==> src/rtl/adder_pkg.sv <==
// Shared definitions for the time-multiplexed adder controllers:
// sequencer state type, default data width and float16 bench constants.
package adder_pkg;

  typedef enum logic [1:0] {
    ST_IDLE    = 2'd0,
    ST_COLLECT = 2'd1,
    ST_WAIT    = 2'd2,
    ST_DONE    = 2'd3
  } adder_seq_state_t;

  localparam int ADDER_BITS_DEFAULT = 16;

  // float16 encodings of 1.0 and +0.0
  localparam logic [15:0] FP16_ONE  = 16'h3C00;
  localparam logic [15:0] FP16_ZERO = 16'h0000;

  // Operand counter advance; the counter is 8 bits wide to cover up to 255 operands.
  function automatic logic [7:0] cnt_next(input logic [7:0] cnt);
    return cnt + 8'd1;
  endfunction

endpackage

==> src/rtl/adder_wdog.sv <==
// Watchdog for an external adder: counts enabled cycles, clears on demand
// and pulses timeout_o during the TIMEOUT-th consecutive enabled cycle.
module adder_wdog #(
  parameter int TIMEOUT = 64
) (
  input  logic clk,
  input  logic rst_n,
  input  logic en_i,
  input  logic clr_i,
  output logic timeout_o
);

  localparam int            CW   = $clog2(TIMEOUT + 1);
  localparam logic [CW-1:0] LAST = CW'(TIMEOUT - 1);

  logic [CW-1:0] count_q;
  logic [CW-1:0] count_d;

  // A clear in the same cycle (result arrived) suppresses the timeout.
  assign timeout_o = en_i && !clr_i && (count_q == LAST);

  // Next count: clear has priority, otherwise count while enabled, saturating at LAST.
  always_comb begin
    count_d = count_q;
    if (clr_i) begin
      count_d = '0;
    end else if (en_i && (count_q != LAST)) begin
      count_d = count_q + 1'b1;
    end
  end

  // Count register.
  always_ff @(posedge clk or negedge rst_n) begin
    if (!rst_n) begin
      count_q <= '0;
    end else begin
      count_q <= count_d;
    end
  end

endmodule

==> src/rtl/adder_seq_ctrl.sv <==
// Reduction sequencer: sums NUM operands per frame through one shared,
// externally instantiated 2-input adder, one add in flight at a time.
module adder_seq_ctrl
  import adder_pkg::*;
#(
  parameter int BITS    = ADDER_BITS_DEFAULT,
  parameter int NUM     = 4,
  parameter int TIMEOUT = 64
) (
  input  logic            clk,
  input  logic            resetn,
  input  logic            in_valid,
  output logic            in_ready,
  input  logic [BITS-1:0] in_data,
  output logic            out_valid,
  input  logic            out_ready,
  output logic [BITS-1:0] out_data,
  output logic            add_valid,
  output logic [BITS-1:0] add_i0,
  output logic [BITS-1:0] add_i1,
  input  logic [BITS-1:0] add_o,
  input  logic            add_valid_out,
  output logic            busy,
  output logic            err,
  input  logic            err_clr
);

  localparam logic [7:0] NUM_C = 8'(NUM);

  adder_seq_state_t state_q, state_d;
  logic [BITS-1:0]  acc_q, acc_d;
  logic [7:0]       cnt_q, cnt_d;
  logic             add_valid_q, add_valid_d;
  logic [BITS-1:0]  add_i0_q, add_i0_d;
  logic [BITS-1:0]  add_i1_q, add_i1_d;
  logic             err_q, err_d;
  logic             err_set;
  logic             in_hs;
  logic             out_hs;
  logic             wdog_en;
  logic             wdog_clr;
  logic             wdog_to;

  // Handshakes are decoded purely from state, so in_ready is valid even in reset.
  assign in_ready  = (state_q == ST_IDLE) || (state_q == ST_COLLECT);
  assign out_valid = (state_q == ST_DONE);
  assign busy      = (state_q != ST_IDLE);
  assign out_data  = acc_q;
  assign add_valid = add_valid_q;
  assign add_i0    = add_i0_q;
  assign add_i1    = add_i1_q;
  assign err       = err_q;

  assign in_hs  = in_valid && in_ready;
  assign out_hs = out_valid && out_ready;

  // The watchdog only runs while an add is outstanding; leaving WAIT or a result resets it.
  assign wdog_en  = (state_q == ST_WAIT);
  assign wdog_clr = (state_q != ST_WAIT) || add_valid_out;

  adder_wdog #(
    .TIMEOUT (TIMEOUT)
  ) u_wdog (
    .clk       (clk),
    .rst_n     (resetn),
    .en_i      (wdog_en),
    .clr_i     (wdog_clr),
    .timeout_o (wdog_to)
  );

  // Next-state, datapath and error-set decode; add_valid is a one-cycle issue pulse.
  always_comb begin
    state_d     = state_q;
    acc_d       = acc_q;
    cnt_d       = cnt_q;
    add_valid_d = 1'b0;
    add_i0_d    = add_i0_q;
    add_i1_d    = add_i1_q;
    err_set     = 1'b0;

    unique case (state_q)
      ST_IDLE: begin
        if (add_valid_out) begin
          err_set = 1'b1;
        end
        if (in_hs) begin
          acc_d   = in_data;
          cnt_d   = 8'd1;
          state_d = (NUM == 1) ? ST_DONE : ST_COLLECT;
        end
      end

      ST_COLLECT: begin
        if (add_valid_out) begin
          err_set = 1'b1;
        end
        if (in_hs) begin
          add_i0_d    = acc_q;
          add_i1_d    = in_data;
          add_valid_d = 1'b1;
          state_d     = ST_WAIT;
        end
      end

      ST_WAIT: begin
        // A result in the timeout cycle still counts; the watchdog is cleared by it.
        if (add_valid_out) begin
          acc_d   = add_o;
          cnt_d   = cnt_next(cnt_q);
          state_d = (cnt_next(cnt_q) == NUM_C) ? ST_DONE : ST_COLLECT;
        end else if (wdog_to) begin
          err_set = 1'b1;
          acc_d   = '0;
          cnt_d   = '0;
          state_d = ST_IDLE;
        end
      end

      ST_DONE: begin
        if (add_valid_out) begin
          err_set = 1'b1;
        end
        if (out_hs) begin
          state_d = ST_IDLE;
        end
      end

      default: begin
        state_d = ST_IDLE;
      end
    endcase
  end

  // Sticky error: a set event beats a simultaneous clear.
  always_comb begin
    err_d = err_q;
    if (err_set) begin
      err_d = 1'b1;
    end else if (err_clr) begin
      err_d = 1'b0;
    end
  end

  // Control and datapath registers; reset discards any frame in progress.
  always_ff @(posedge clk or negedge resetn) begin
    if (!resetn) begin
      state_q     <= ST_IDLE;
      acc_q       <= '0;
      cnt_q       <= '0;
      add_valid_q <= 1'b0;
      add_i0_q    <= '0;
      add_i1_q    <= '0;
      err_q       <= 1'b0;
    end else begin
      state_q     <= state_d;
      acc_q       <= acc_d;
      cnt_q       <= cnt_d;
      add_valid_q <= add_valid_d;
      add_i0_q    <= add_i0_d;
      add_i1_q    <= add_i1_d;
      err_q       <= err_d;
    end
  end

endmodule

==> config.mk <==
export PLATFORM = sky130hd
export DESIGN_NAME = adder_seq_ctrl
export DESIGN_NICKNAME = d
export VERILOG_FILES = /design/src/rtl/adder_pkg.sv /design/src/rtl/adder_wdog.sv /design/src/rtl/adder_seq_ctrl.sv
export SDC_FILE = /design/constraint.sdc
export NUM_CORES = 1
export LEC_CHECK = 0
export ABC_CLOCK_PERIOD_IN_PS = 4600
export CORE_MARGIN = 5
export CORE_UTILIZATION = 51
export CTS_CLUSTER_DIAMETER = 120
export CTS_CLUSTER_SIZE = 12
export DETAILED_ROUTE_END_ITERATION = 7
export PLACE_DENSITY = 0.89
export SETUP_SLACK_MARGIN = 0.02
export SLEW_MARGIN = 40
export SYNTH_ARGS = -nofsm -noshare
export SYNTH_HDL_FRONTEND = slang
export SYNTH_SLANG_ARGS = --single-unit
==> constraint.sdc <==
create_clock -name clk -period 4.6 [get_ports clk]
set_clock_uncertainty 0.2 [all_clocks]
set_input_delay 0.69 -clock clk [delete_from_list [all_inputs] [get_ports clk]]
set_output_delay 0.69 -clock clk [all_outputs]
set_load 0.05 [all_outputs]
=== Yosys cells after proc, flatten, opt, wreduce, memory -nomap -nowiden ===
Cells that the tools add are included.

* Register bits: 67
* Output and inout port bits: 53
* ROM bits: 0
* Bits in latches: 0
* Memories kept: 0
* Memory bits (writable): 0

* Div/mod/pow operators: 0
* Bitwise operators: 0
* Eq/ne operators: 11
* $mul: 0
* Muxes and demuxes: 25
* Shift-type cells: 0
* $lt $le $gt $ge: 0
* $add $sub $neg: 2
* Reductions and logical operators: 17

{| class="wikitable"
|+ Operator list
! cell !! number
|-
| $mux W16 || 3
|-
| $pmux W16 S2 || 1
|-
| $mux W8 || 3
|-
| $pmux W8 S2 || 1
|-
| $mux W7 || 2
|-
| $mux W2 || 6
|-
| $add A8 B1 Y8 const B || 1
|-
| $eq A8 B3 Y1 const B || 1
|-
| $pmux W2 S4 || 1
|-
| $reduce_bool A2 Y1 || 4
|-
| $add A7 B1 Y7 const B || 1
|-
| $eq A7 B6 Y1 const B || 1
|-
| $mux W1 || 7
|-
| $ne A7 B6 Y1 const B || 1
|-
| $ne A2 B2 Y1 const B || 3
|-
| $logic_and A1 B1 Y1 || 5
|-
| $eq A2 B2 Y1 const B || 2
|-
| $reduce_and A4 Y1 || 1
|-
| $ne A3 B3 Y1 const B || 1
|-
| $reduce_and A3 Y1 || 1
|-
| $reduce_or A3 Y1 || 1
|-
| $eq A2 B1 Y1 const B || 1
|-
| $logic_not A2 Y1 || 1
|-
| $logic_or A1 B1 Y1 || 2
|-
| 4 further kinds || 4
|}

=== Logic depth before layout (Yosys ltp) ===
Gate-level depths: netlist of run 1.

* Word-level depth: 9
* Depth in mapped cells: 7
* Depth with buffers taken out: 5

=== Hierarchy ===
From an unflattened synthesis of run 1, not the netlist that was laid out.

* Cell total of the unflattened synthesis: 320
* Area, all modules: 3114.2 sq um

{| class="wikitable"
|+ Modules (own cells, without submodules)
! module !! seq. area each (sq um) !! instances !! area an instance (sq um) !! cells an instance
|-
| adder_seq_ctrl || 1501.4 || 1 || 2666.3 || 275
|-
| adder_wdog || 175.2 || 1 || 447.9 || 45
|}

=== Worst setup path before layout of run 1 ===
OpenSTA, ideal clock, no wires.

* Kind: input to register
* Start: in add_valid_out
* End: reg acc_q[1] (netlist: out_data[1])
* Slack: 2634 ps
* Arrival time: 1641 ps
* Stages on the path: 5
* Required time: 4275 ps
* Buffers on the path: 1
* Setup time: 125 ps
* Cells stage by stage: and2b_1 -> a21boi_4 -> nor2_8 -> buf_8 -> mux2_4

* Word-level cells in the longest chain between the ends: 6
* Elaborated cells on any way between the ends: 8

{| class="wikitable"
|+ Ends and longest elaborated chain
! element !! line !! text
|-
| start, declared || adder_seq_ctrl.sv:22 || <nowiki>input logic add_valid_out,</nowiki>
|-
| $logic_or A1 B1 Y1 || adder_seq_ctrl.sv:59 || <nowiki>assign wdog_clr = (state_q != ST_WAIT) || add_valid_out;</nowiki>
|-
| $logic_not A1 Y1 || adder_wdog.sv:20 || <nowiki>assign timeout_o = en_i && !clr_i && (count_q == LAST);</nowiki>
|-
| $logic_and A1 B1 Y1 (2 in a row) || adder_wdog.sv:20 ||
|-
| $ne A3 B3 Y1 (no line) || -- ||
|-
| $reduce_and A3 Y1 (no line) || -- ||
|-
| end signal, assigned || adder_seq_ctrl.sv:148 || <nowiki>acc_q <= '0;</nowiki>
|-
| end signal, assigned || adder_seq_ctrl.sv:156 || <nowiki>acc_q <= acc_d;</nowiki>
|-
| end, declared || adder_seq_ctrl.sv:31 || <nowiki>logic [BITS-1:0] acc_q, acc_d;</nowiki>
|}

Several ways; a longest one is shown, not always the timed one.
A chain may end at the register's enable or synchronous reset.

=== Worst setup path after layout of run 1 ===
* Start: reg state_q[0]
* End: out busy

* Word-level cells in the longest chain between the ends: 1

{| class="wikitable"
|+ Ends and longest elaborated chain
! element !! line !! text
|-
| start, declared || adder_seq_ctrl.sv:30 || <nowiki>adder_seq_state_t state_q, state_d;</nowiki>
|-
| start signal, assigned || adder_seq_ctrl.sv:155 || <nowiki>state_q <= state_d;</nowiki>
|-
| $reduce_bool A2 Y1 || adder_seq_ctrl.sv:47 || <nowiki>assign busy = (state_q != ST_IDLE);</nowiki>
|-
| end, declared || adder_seq_ctrl.sv:23 || <nowiki>output logic busy,</nowiki>
|}

No other way between the ends.

==> results of run 1 <==
## logic make-up after synthesis
| kind of cell | count (synthesis) | synth area share |
|---|---|---|
| AOI/OAI and AO/OA | 46 | 0.0897 |
| xor gates and xnor gates | 3 | 0.00860 |
| adders and majority gates | 2 | 0.00819 |
| buffers and inverters | 16 | 0.0270 |
| DFF | 67 | 0.549 |
| muxes | 48 | 0.187 |
| and+or+nand+nor | 81 | 0.131 |
## per-layer routing
metal / track usage / share of wire / vias up
met5: 0 / 0 / -
met4: 0.0865 / 0.021 / 0
met3: 0.0464 / 0.042 / 15
met2: 0.366 / 0.54 / 63
met1: 0.250 / 0.40 / 1154
li1: - / - / 1112
## synth_stat cells, types with 2 or more instances
cell type	count	area, um^2
nor2b_1	3	18.8
and2b_1	2	15.0
o21ai_0	24	120
xnor2_1	2	17.5
o31ai_1	2	15.0
mux2_4	8	120
nor3_1	2	10.0
mux2_2	40	450
or2_2	2	12.5
ha_1	2	25.0
buf_2	6	30.0
a21oi_1	8	40.0
o21a_1	2	15.0
and3_1	4	25.0
nor2_1	6	22.5
nand3_1	9	45.0
clkbuf_1	5	18.8
a31oi_1	4	25.0
nand2_1	42	158
dfrtp_1	67	1680
inv_1	3	11.3
## stage by stage
step	util	area [um^2]	power (mW)	setup WS [ns]
finish	0.725	4270	3.60	1.86
global route	0.725	4270	3.76	1.78
CTS	0.725	4270	3.63	1.84
detailed placement	0.681	4010	2.99	1.75
global placement	0.680	4000	2.93	1.78
floorplan	-	3060	2.35	2.63
## state kept, by name, indices dropped and copies added (netlist names)
register	count
err	1
add_valid	1
add_i0	16
u_wdog.count_q	7
state_q	2
add_i1	16
cnt_q	8
out_data	16
## worst max-delay path by stage
stage / start / endpoint
6_report: state_q[0]$_DFFE_PN0P_ / busy
5_1_grt: state_q[0]$_DFFE_PN0P_ / busy
4_1_cts: state_q[0]$_DFFE_PN0P_ / busy
3_5_place_dp: add_valid_out / out_data[10]$_DFFE_PN0P_
3_3_place_gp: add_valid_out / out_data[15]$_DFFE_PN0P_
2_1_floorplan: add_valid_out / out_data[1]$_DFFE_PN0P_
## worst max-delay path: stages, from the launching register on
cell and delay (ns):
dfrtp_1 0.49, or2_2 0.33, clkdlybuf4s50_1 0.70
## power groups by stage
stage,registers [mW],logic (mW),clock network (mW)
detailed placement,1.02,1.97,0
global placement,1.00,1.93,0
finish,1.01,1.97,0.623
floorplan,1.74,0.614,0
global route,1.05,2.05,0.663
CTS,1.01,1.98,0.634
## layout make-up
type	instances	area, um^2
Timing Repair Buffer	94	928
Tap cell	75	93.8
Fill cell	385	1620
Clock buffer	11	151
Clock inverter	5	108
Inverter	3	11.3
Multi-Input combinational cell	180	1300
Sequential cell	67	1680
==> results.py, run 1 <==
metrics = {
    "power_and_ir_drop": {
        "power_density_nw_per_um2": 845,
        "p_seq_frac": 0.281,
        "p_leak_nw": 1.88,
        "p_switching_mw": 1.62,
        "netSwitchingFraction": 0.450,
        "power.share.combinational": 0.546,
        "p_int_mw": 1.98,
        "peakVddDrop_uv": 525,
        "clkPwrFrac": 0.173,
    },
    "synth": {
        "synth_seq_cells": 67,
        "syn_avg_cell_area_um2": 11.6,
        "synth_flop_cell": "dfrtp_1",
        "yosysWarningCount": 0,
        "synth-edff-count": 0,
        "yosysUniqueCellTypes": 41,
        "ys_async_sr_fraction": 1.00,
        "syn_area_um2": 3060,
        "netlist_instances": 263,
        "ys_seq_area_frac": 0.549,
        "synthesis.nets": 303,
    },
    "timing": {
        "max_freq_mhz": 365,
        "slew_violations": 0,
        "holdWs_ns": 0.146,
        "worst_pin_slew_ns": 0.569,
        "setup_violations": 0,
        "period_share": 0.596,
        "hold_viol": 0,
        "relSlewSlack": 0.621,
        "finalSetupTns_ns": 0,
        "rsz0062_at_grt": "no",
        "finalCriticalPeriod_ns": 2.74,
    },
    "setup_path": {
        "timing.rr.start": "u_wdog.count_q[0]$_DFFE_PN0P_",
        "r2r_end": "out_data[14]$_DFFE_PN0P_",
        "critPathRequiredTime_ns": 3.71,
        "rrSetupSlack_ns": 2.51,
        "end_kind": "primary output",
        "path_class": "flip-flop to primary output",
        "cp.arrival_ns": 1.85,
        "path_max_fanout": 11,
        "rr_worst_depth": 5,
        "cp-start-kind": "flip-flop",
    },
    "cts": {
        "cts_tree": "done",
        "holdBufCountCts": 0,
        "cts-root-buf": "clkbuf_8",
        "cts_resized": 0,
        "post-cts-setup-buffers": 0,
        "clkLatencyLatePin_ns": 0.34,
        "clockBufferDepth": 2,
        "cts_buffers": 9,
        "cts.htree.levels": 3,
        "clkTransAtPathRegs_ns": 0.08,
        "cts_sinks": 67,
    },
    "cells_and_area": {
        "diodes": 0,
        "final_layout_size_suffix_gt1_frac": 0.208,
        "final_common_cell": "clkdlybuf4s50_1",
        "syn2layout_area_growth_pct": 39.6,
        "final_cells": 435,
        "nets": 395,
        "most-common-layout-cells": "clkdlybuf4s50_1 (89), dfrtp_1 (67), nand2_1 (42), mux2_2 (40), o21ai_0 (24)",
    },
    "grt": {
        "grt_pass1_vias": 2409,
        "grt_pass1_wl_mm": 12.2,
        "antenna_found_initial": 0,
        "grt_usage": 0.210,
        "grt_overflow": 0,
        "grt_start_max_net_pins": 46,
    },
    "placement": {
        "dp.cells": 419,
        "dp_hpwl_mm": 5.35,
        "port_buffers": 90,
        "finalWeightedCongestion": 0.794,
    },
    "status": {
        "outcome": "complete, no violations",
    },
    "die": {
        "pin_count": 91,
        "dieArea_um2": 7640,
        "core-area_um2": 5890,
        "die_y_um": 87.4,
        "start_util": 0.519,
        "row_count": 28,
        "chipWidth_um": 87.4,
    },
    "drt": {
        "drtAntennaViolNets": 0,
        "drc": 0,
        "wl_per_cell_um": 17.5,
        "routed_wl_mm": 7.59,
        "drt_iter0_markers": 120,
        "drt-pass1-iter-count": 7,
        "viasPerCell": 5.39,
        "vias": 2344,
    },
    "flow_run": {
        "max_cap_viol_count": 0,
    },
    "worst_hold_path": {
        "worstHoldPathType": "input pin to asynchronous set/reset pin",
    },
}
Power figures use the tool's default switching activity.
==> inputs of run 2 (changes only) <==
--- a/config.mk
+++ b/config.mk
@@ -5,13 +5,13 @@
 export SDC_FILE = /design/constraint.sdc
 export NUM_CORES = 1
 export LEC_CHECK = 0
-export ABC_CLOCK_PERIOD_IN_PS = 4600
+export ABC_CLOCK_PERIOD_IN_PS = 2600
 export CORE_MARGIN = 5
-export CORE_UTILIZATION = 51
+export CORE_UTILIZATION = 47
 export CTS_CLUSTER_DIAMETER = 120
 export CTS_CLUSTER_SIZE = 12
 export DETAILED_ROUTE_END_ITERATION = 7
-export PLACE_DENSITY = 0.89
+export PLACE_DENSITY = 0.83
 export SETUP_SLACK_MARGIN = 0.02
 export SLEW_MARGIN = 40
 export SYNTH_ARGS = -nofsm -noshare
==> constraint.sdc (replaced) <==
create_clock -name clk -period 2.6 [get_ports clk]
set_clock_uncertainty 0.2 [all_clocks]
set_input_delay 0.39 -clock clk [delete_from_list [all_inputs] [get_ports clk]]
set_output_delay 0.39 -clock clk [all_outputs]
set_load 0.05 [all_outputs]
==> results.py, run 2 (same netlist as run 1, synthesis figures left out) <==
metrics = {
    "setup_path": {
        "crit_path_max_incr_delay_ns": 0.70,
        "cp-start-kind": "flip-flop",
        "cp.arrival_ns": 1.83,
        "cp_cell_sequence": "or2_2 > clkdlybuf4s50_1",
        "r2r_end": "out_data[5]$_DFFE_PN0P_",
        "path_class": "flip-flop to primary output",
        "rr_worst_depth": 4,
        "rrSetupSlack_ns": 0.47,
        "path_max_fanout": 11,
        "critPathRequiredTime_ns": 2.01,
        "timing.rr.start": "state_q[0]$_DFFE_PN0P_",
        "cp_slowest_cell": "clkdlybuf4s50_1",
        "end_kind": "primary output",
    },
    "drt": {
        "routed_wl_mm": 7.17,
        "vias": 2330,
        "drtAntennaViolNets": 0,
        "wl_per_cell_um": 16.4,
        "drc": 0,
        "drt-pass1-iter-count": 4,
        "viasPerCell": 5.32,
        "drt_iter0_markers": 177,
    },
    "worst_hold_path": {
        "holdPathEnd": "u_wdog.count_q[6]$_DFFE_PN0P_",
        "whs_path_depth": 1,
        "worstHoldPathType": "flip-flop to flip-flop",
        "worstHoldStart": "u_wdog.count_q[5]$_DFFE_PN0P_",
    },
    "timing": {
        "setup_ws_ns": 0.178,
        "period_share": 0.932,
        "slew_violations": 0,
        "finalCriticalPeriod_ns": 2.42,
        "max_freq_mhz": 413,
        "relSlewSlack": 0.557,
        "hold_viol": 0,
        "setup_violations": 0,
        "rsz0062_at_grt": "no",
        "worst_pin_slew_ns": 0.664,
        "holdWs_ns": 0.288,
        "finalSetupTns_ns": 0,
    },
    "cts": {
        "cts_sinks": 67,
        "clkLatencyLatePin_ns": 0.33,
        "cts.htree.levels": 3,
        "cts_tree": "done",
        "clockBufferDepth": 2,
        "clkTransAtPathRegs_ns": 0.07,
        "cts-root-buf": "clkbuf_8",
        "cts_buffers": 9,
    },
    "placement": {
        "dpl_worst_slack_ns": 0.263,
        "finalWeightedCongestion": 0.831,
        "dp.cells": 421,
        "dp_hpwl_mm": 5.15,
        "port_buffers": 90,
    },
    "cells_and_area": {
        "final_common_cell": "clkdlybuf4s50_1",
        "most-common-layout-cells": "clkdlybuf4s50_1 (89), dfrtp_1 (67), nand2_1 (42), mux2_2 (40), o21ai_0 (24)",
        "syn2layout_area_growth_pct": 39.2,
        "register_area_um2": 1680,
        "nets": 396,
        "multi_input_area_um2": 1300,
        "fill_cells": 461,
        "final_cells": 438,
        "final_layout_size_suffix_gt1_frac": 0.208,
        "diodes": 0,
    },
    "power_and_ir_drop": {
        "p_seq_frac": 0.287,
        "clkPwrFrac": 0.145,
        "p_switching_mw": 2.82,
        "power_density_nw_per_um2": 1450,
        "peakVddDrop_uv": 959,
        "netSwitchingFraction": 0.458,
        "power.share.combinational": 0.568,
        "p_leak_nw": 1.87,
        "p_total_mw": 6.17,
        "p_int_mw": 3.35,
    },
    "grt": {
        "grt_usage": 0.177,
        "antenna_found_initial": 0,
        "grt_overflow": 0,
        "grt_pass1_wl_mm": 11.7,
        "grt_start_max_net_pins": 44,
        "grt_pass1_vias": 2326,
    },
    "die": {
        "start_util": 0.481,
        "row_count": 29,
        "core-area_um2": 6350,
        "chipWidth_um": 90.6,
        "die_y_um": 90.6,
        "dieArea_um2": 8210,
        "pin_count": 91,
    },
    "status": {
        "outcome": "complete, no violations",
    },
    "flow_run": {
        "max_cap_viol_count": 0,
    },
}
## run 2: changes by cell type in the layout (fill, tap and decap cells not counted), sizes merged
cell	delta
bufinv	-2
clkbuf	+1
clkinv	+1
clkinvlp	+1
dlygate4sd3	+1
inv	-1
## run 2: through the flow
step / area [um^2] / utilization
2_1_floorplan: 3060 / -
3_3_place_gp: 4030 / 0.635
3_5_place_dp: 4030 / 0.635
4_1_cts: 4250 / 0.670
5_1_grt: 4250 / 0.670
6_report: 4250 / 0.670
## run 2: final cells by class
type	instances	share of cell area
Tap cell	77	0.0226
Multi-Input combinational cell	180	0.305
Clock inverter	4	0.0112
Timing Repair Buffer	95	0.226
Sequential cell	67	0.394
Clock buffer	12	0.0388
Inverter	3	0.00265
## run 2: critical path, delay by kind of cell, from the launching register on
family                 cells  cell delay [ns]
flip-flops                 1             0.48
AND/OR/NAND/NOR            1             0.33
buffers and inverters      1             0.70
## run 2: power by group through the flow
stage / clock, mW / sequential (mW) / combinational, mW
2_1_floorplan: 0 / 3.08 / 1.09
4_1_cts: 0.911 / 1.77 / 3.54
6_report: 0.895 / 1.77 / 3.50
3_3_place_gp: 0 / 1.76 / 3.47
5_1_grt: 0.960 / 1.83 / 3.66
3_5_place_dp: 0 / 1.78 / 3.53
## run 2: metal layers
| layer | routed length (um) | track usage |
|---|---|---|
| met3 | 346 | 0.0392 |
| met4 | 159 | 0.0744 |
| met5 | 0 | 0 |
| met1 | 3030 | 0.216 |
| met2 | 3640 | 0.300 |
## run 2: worst max-delay path by stage
stage | endpoint | cells past startpoint | slack [ns] | from
floorplan | out_data[1]$_DFFE_PN0P_ | 6 | 0.69 | u_wdog.count_q[0]$_DFFE_PN0P_
global placement | out_data[13]$_DFFE_PN0P_ | 5 | 0.31 | in_valid
detailed placement | out_data[15]$_DFFE_PN0P_ | 5 | 0.26 | in_valid
CTS | busy | 2 | 0.16 | state_q[0]$_DFFE_PN0P_
global route | busy | 2 | 0.10 | state_q[0]$_DFFE_PN0P_
finish | busy | 2 | 0.18 | state_q[0]$_DFFE_PN0P_
## run 2: repair_timing
action / in CTS / in global routing
setup buffers: 0 / 0
endpoints found under the hold margin: 24 / 0
endpoints found under the setup margin: 0 / 0
hold buffers: 1 / 0
resized for setup: 0 / 0
